$ cat src/rtl/food_spawner.sv
// Food slot manager: LFSR-driven placement of NUM_FOOD items, eat detection and respawn.
// Optional FOOD_SEED_PORT_EN adds a seed input that is loaded into the LFSR on reset.
module food_spawner #(
    parameter int          NUM_FOOD = 9,
    parameter int          CELL_PX  = 16,
    parameter int          COLS     = 40,
    parameter int          ROWS     = 30,
    parameter logic [15:0] SEED     = 16'hACE1
) (
    input  logic                clk,
    input  logic                reset,
    input  logic [9:0]          headx,
    input  logic [8:0]          heady,
`ifdef FOOD_SEED_PORT_EN
    input  logic [15:0]         seed,
`endif
    output logic [9:0]          foodx [NUM_FOOD],
    output logic [8:0]          foody [NUM_FOOD],
    output logic [NUM_FOOD-1:0] food_valid,
    output logic                eat_pulse,
    output logic [3:0]          eat_slot,
    output logic                full
);

    // state   | meaning
    // S_IDLE  | every slot holds live food
    // S_GEN   | draw a candidate cell from the LFSR, retry if off-grid
    // S_CHECK | reject candidates on the head or on another live item
    // S_WRITE | commit the candidate into the target slot
    typedef enum logic [1:0] {S_IDLE, S_GEN, S_CHECK, S_WRITE} state_t;

    localparam logic [9:0]  SENT_X    = 10'h3FF;
    localparam logic [8:0]  SENT_Y    = 9'h1FF;
    localparam logic [15:0] LFSR_MASK = 16'hB400;
    localparam logic [15:0] ALT_SEED  = 16'hACE1;
    localparam logic [9:0]  CELL_X    = 10'(CELL_PX);
    localparam logic [8:0]  CELL_Y    = 9'(CELL_PX);
    localparam logic [6:0]  COLS_L    = 7'(COLS);
    localparam logic [5:0]  ROWS_L    = 6'(ROWS);

    if (NUM_FOOD < 1 || NUM_FOOD > 16 || COLS < 1 || COLS > 64 || ROWS < 1 || ROWS > 32 ||
        (COLS - 1) * CELL_PX > 1023 || (ROWS - 1) * CELL_PX > 511) begin : g_bad_params
        $error("food_spawner: parameter combination does not fit the coordinate widths");
    end

    logic [15:0] seed_init;
`ifdef FOOD_SEED_PORT_EN
    assign seed_init = (seed == 16'h0) ? ALT_SEED : seed;
`else
    assign seed_init = (SEED == 16'h0) ? ALT_SEED : SEED;
`endif

    state_t              state_q, state_d;
    logic [15:0]         lfsr_q, lfsr_d;
    logic [5:0]          cx_q, cx_d;
    logic [4:0]          cy_q, cy_d;
    logic [3:0]          tgt_q, tgt_d;
    logic [NUM_FOOD-1:0] food_valid_q, food_valid_d;
    logic [9:0]          foodx_q [NUM_FOOD];
    logic [9:0]          foodx_d [NUM_FOOD];
    logic [8:0]          foody_q [NUM_FOOD];
    logic [8:0]          foody_d [NUM_FOOD];
    logic                eat_pulse_q, eat_pulse_d;
    logic [3:0]          eat_slot_q, eat_slot_d;
    logic                full_q, full_d;

    logic [9:0]          cand_x;
    logic [8:0]          cand_y;
    logic                hit;
    logic                eaten;
    logic [NUM_FOOD-1:0] remain;

    function automatic logic [3:0] lowest_zero(input logic [NUM_FOOD-1:0] m);
        lowest_zero = '0;
        for (int i = NUM_FOOD - 1; i >= 0; i--) begin
            if (!m[i]) lowest_zero = 4'(i);
        end
    endfunction

    assign cand_x = {4'b0, cx_q} * CELL_X;
    assign cand_y = {4'b0, cy_q} * CELL_Y;
    assign remain = food_valid_q | (NUM_FOOD'(1) << tgt_q);

    always_comb begin
        state_d      = state_q;
        lfsr_d       = (lfsr_q >> 1) ^ (lfsr_q[0] ? LFSR_MASK : 16'h0);
        cx_d         = cx_q;
        cy_d         = cy_q;
        tgt_d        = tgt_q;
        food_valid_d = food_valid_q;
        foodx_d      = foodx_q;
        foody_d      = foody_q;
        eat_pulse_d  = 1'b0;
        eat_slot_d   = eat_slot_q;
        eaten        = 1'b0;
        hit          = (cand_x == headx) && (cand_y == heady);

        for (int i = 0; i < NUM_FOOD; i++) begin
            if (food_valid_q[i] && foodx_q[i] == cand_x && foody_q[i] == cand_y) hit = 1'b1;
            if (!eaten && food_valid_q[i] && foodx_q[i] == headx && foody_q[i] == heady) begin
                eaten           = 1'b1;
                food_valid_d[i] = 1'b0;
                foodx_d[i]      = SENT_X;
                foody_d[i]      = SENT_Y;
                eat_pulse_d     = 1'b1;
                eat_slot_d      = 4'(i);
            end
        end

        case (state_q)
            S_IDLE: begin
                if (!(&food_valid_q)) begin
                    tgt_d   = lowest_zero(food_valid_q);
                    state_d = S_GEN;
                end
            end
            S_GEN: begin
                cx_d = lfsr_q[5:0];
                cy_d = lfsr_q[12:8];
                if ({1'b0, lfsr_q[5:0]} < COLS_L && {1'b0, lfsr_q[12:8]} < ROWS_L) state_d = S_CHECK;
            end
            S_CHECK: state_d = hit ? S_GEN : S_WRITE;
            S_WRITE: begin
                // The target slot is never live, so an eat this cycle cannot collide with it.
                foodx_d[tgt_q]      = cand_x;
                foody_d[tgt_q]      = cand_y;
                food_valid_d[tgt_q] = 1'b1;
                if (!(&remain)) begin
                    tgt_d   = lowest_zero(remain);
                    state_d = S_GEN;
                end else begin
                    state_d = S_IDLE;
                end
            end
            default: state_d = S_IDLE;
        endcase

        full_d = &food_valid_d;
    end

    always_ff @(posedge clk) begin
        if (reset) begin
            state_q      <= S_IDLE;
            lfsr_q       <= seed_init;
            cx_q         <= '0;
            cy_q         <= '0;
            tgt_q        <= '0;
            food_valid_q <= '0;
            foodx_q      <= '{default: SENT_X};
            foody_q      <= '{default: SENT_Y};
            eat_pulse_q  <= 1'b0;
            eat_slot_q   <= '0;
            full_q       <= 1'b0;
        end else begin
            state_q      <= state_d;
            lfsr_q       <= lfsr_d;
            cx_q         <= cx_d;
            cy_q         <= cy_d;
            tgt_q        <= tgt_d;
            food_valid_q <= food_valid_d;
            foodx_q      <= foodx_d;
            foody_q      <= foody_d;
            eat_pulse_q  <= eat_pulse_d;
            eat_slot_q   <= eat_slot_d;
            full_q       <= full_d;
        end
    end

    assign foodx      = foodx_q;
    assign foody      = foody_q;
    assign food_valid = food_valid_q;
    assign eat_pulse  = eat_pulse_q;
    assign eat_slot   = eat_slot_q;
    assign full       = full_q;

endmodule

$ cat config.mk
export PLATFORM = sky130hd
export DESIGN_NAME = food_spawner
export DESIGN_NICKNAME = d
export VERILOG_FILES = /design/src/rtl/food_spawner.sv
export SDC_FILE = /design/constraint.sdc
export NUM_CORES = 1
export LEC_CHECK = 0
export CAP_MARGIN = 25
export CORE_MARGIN = 8
export CORE_UTILIZATION = 30
export CTS_BUF_LIST = sky130_fd_sc_hd__clkbuf_8
export CTS_CLUSTER_DIAMETER = 80
export DETAILED_ROUTE_END_ITERATION = 12
export GPL_ROUTABILITY_DRIVEN = 0
export PLACE_DENSITY = 0.59
export SYNTH_ARGS = -nofsm -noshare
export SYNTH_HDL_FRONTEND = slang
export SYNTH_SLANG_ARGS = --single-unit
export TNS_END_PERCENT = 50
$ cat constraint.sdc
create_clock -name clk -period 3.8 [get_ports clk]
set_input_delay 0.76 -clock clk [delete_from_list [all_inputs] [get_ports clk]]
set_output_delay 0.76 -clock clk [all_outputs]
set_load 0.1 [all_outputs]
==> flow_summary_export.csv <==
group,metric,value,unit
placed_design,dp_cells,2081,
global_routing,grt_pass1_vias,10955,
logic_synthesis,synth.distinct_cells,60,
job,max_cap_viol_count,0,
timing,tightest_slew,1.053,ns
setup_path,crit_required,4.26,ns
global_routing,overflow,0,
cells_and_area,final-seq-area,4384,µm²
cells_and_area,final_nets,1631,
global_routing,grt_use_total,20.48,%
route,dr.pass1.iters,5,
logic_synthesis,synthTopCellsByArea,"dfxtp_1 (38%), xor2_1 (11%), xnor2_1 (10%)",
cells_and_area,drive_gt1_share,11.70,%
power_and_ir_drop,ir_worst_vdd,0.1700,mV
floorplanning,boundaryPins,207,
route,wl,47.49,mm
setup_path,rrSetupSlack,0.90,ns
min_path,hp-class,"flop to flop",
cells_and_area,final_common_cell,"dfxtp_1",
cts,clockBufferDepth,3,
logic_synthesis,synth.yosys.seq_area_share,38.32,%
logic_synthesis,synth_edf_count,0,
global_routing,grt_pass1_wl,70.60,mm
cts,cts.clk_slew.worst_paths,0.06,ns
timing,rsz0062_at_grt,"no",
global_routing,antenna_found_initial,1,
timing,finalHoldViolCount,0,
cts,cts_made_buffers,38,
cts,ctsResizeCount,0,
timing,finalSetupTns,0,ns
placed_design,place_area,14400,µm²
cts,insertion_delay,0.55,ns
floorplanning,die_area,44650,µm²
cts,cts_setup_buffers,0,
floorplanning,rows,71,
logic_synthesis,synthFlopType,"dfxtp_1",
route,vias_per_cell,5.293,
logic_synthesis,synth_top_cell_area_share,38.32,%
cells_and_area,final_util,40.28,%
setup_path,critPathLaunchType,"input port",
cts,cts_root_buf,"clkbuf_8",
floorplanning,fp.dieH,211.3,µm
min_path,hold_path_depth,1,
floorplanning,core,37580,µm²
cells_and_area,postLayoutCellArea,15130,µm²
power_and_ir_drop,finalPower,5.493,mW
setup_path,end_kind,"flop",
placed_design,pre_cts_slack,-0.009852,ns
global_routing,grt_max_degree,81,
logic_synthesis,synthesis.area,11440,µm²
route,num_vias,11348,
route,drt-initial-drc-count,996,
logic_synthesis,yosysTopAreaCell,"dfxtp_1",
cts,cts_tree,"done",
cells_and_area,n_antenna_cell,0,
power_and_ir_drop,powerDensity,363.0,nW/µm²
cells_and_area,area_growth,32.27,%
logic_synthesis,syn_avg_cell_area,8.208,µm²
timing,setup_viol,0,
cells_and_area,mostFrequentLayoutCells,"dfxtp_1 (219), clkdlybuf4s50_1 (179), o21ai_0 (152)",
setup_path,crit_type,"input port to flop",
timing,setup_ws,0.5076,ns
placed_design,portBuffers,206,
logic_synthesis,synth-warning-count,0,
cts,holdBufCountCts,0,
setup_path,rr_worst_depth,5,
timing,fin_crit_sh,86.64,%
cts,cts.sinks,219,
route,ant_nets,0,
logic_synthesis,syn_inst,1394,
timing,timing.fmax,303.7,MHz
timing,clock_skew,0.01989,ns
logic_synthesis,async_reset_ff_share,0,%
cells_and_area,final_cells,2144,
floorplanning,die_w,211.3,µm
route,drc,0,
timing,period_needed,3.292,ns
run_status,status,"finished, final reports clean",
setup_path,crit_fanout,4,
logic_synthesis,syn_nets,1415,
placed_design,hpwl,35.24,mm
timing,timing.slew.headroom,29.55,%
timing,hold_ws,0.4082,ns
cts,cts.htree.levels,2,
power_and_ir_drop,leakage,5.555,nW
timing,report.final.slew_viol_count,0,
setup_path,cp.arrival,3.75,ns
route,wire_per_inst,22.15,µm
logic_synthesis,ys_ff_latch,219,
floorplanning,initial_core_util,30.45,%
cells_and_area,nFillCells,3756,
cells_and_area,multi_input_area,6538,µm²
-- critical path, stage by stage --
cell	delay, ns
clkdlybuf4s50_1	0.59
xor2_1	0.24
nor4_1	0.28
nand3_1	0.20
nor3_1	0.46
buf_4	0.21
o31ai_1	0.09
a211oi_1	0.47
o211ai_1	0.20
nor4_2	0.24
-- layout make-up --
class	instances	area share [%]
Multi-Input combinational cell	1053	43.20
Timing Repair Buffer	292	18.59
Clock inverter	18	0.7689
Clock buffer	45	4.092
Tap cell	511	4.225
Inverter	6	0.1571
Sequential cell	219	28.97
-- report_power, final --
group / switching [mW] / internal (mW)
registers: 0.0805 / 2.35
clock network: 1.01 / 1.14
logic: 0.591 / 0.323
total: 1.68 / 3.82
-- layer usage --
metal  part of all wire (%)  GRT usage [%]  up-vias
met5                  0.027              0        -
met4                    3.9          8.291        2
met3                    9.2          5.398      118
met2                     45          32.13      535
met1                     42          26.48     5486
li1                       -              -     5207
-- cells in the mapped netlist (4+ instances only) --
master / count
or3_1: 7
xnor2_1: 134
o21ai_0: 152
nand3_1: 6
buf_2: 5
a211oi_1: 4
nor2b_1: 9
and2_1: 4
or2_2: 6
nor2_1: 134
buf_4: 14
o31ai_1: 14
nand3b_1: 5
nor4_1: 53
clkbuf_1: 74
nand2b_1: 19
buf_1: 18
and3_1: 4
nand4_1: 46
a21oi_1: 31
nor3_1: 101
o22a_1: 6
buf_6: 5
xor2_1: 150
nand4b_1: 6
inv_1: 6
dfxtp_1: 219
nand2_1: 118
-- registers in the layout, indices dropped and copies added (netlist names) --
register,flops
food_valid,9
cx_q,6
state_q,2
eat_pulse,1
tgt_q,4
foody,81
lfsr_q,16
cy_q,5
eat_slot,4
foodx,90
full,1
-- cell families after synthesis --
group / Yosys count / synth area share (%)
buffers and inverters: 122 / 4.844
flip-flops: 219 / 38.32
multiplexers: 4 / 0.3609
AND/OR/NAND/NOR: 535 / 23.41
XOR/XNOR: 284 / 21.74
AO/OA/AOI/OAI: 230 / 11.33
-- path summary, 6_finish.rpt --
kind,start,endpoint
worst min-delay path,lfsr_q[7],lfsr_q[6]
worst min register to register,lfsr_q[7],lfsr_q[6]
worst max register to register,tgt_q[1],full
worst max-delay path,headx[2],full
(Power assumes the default switching activity.)
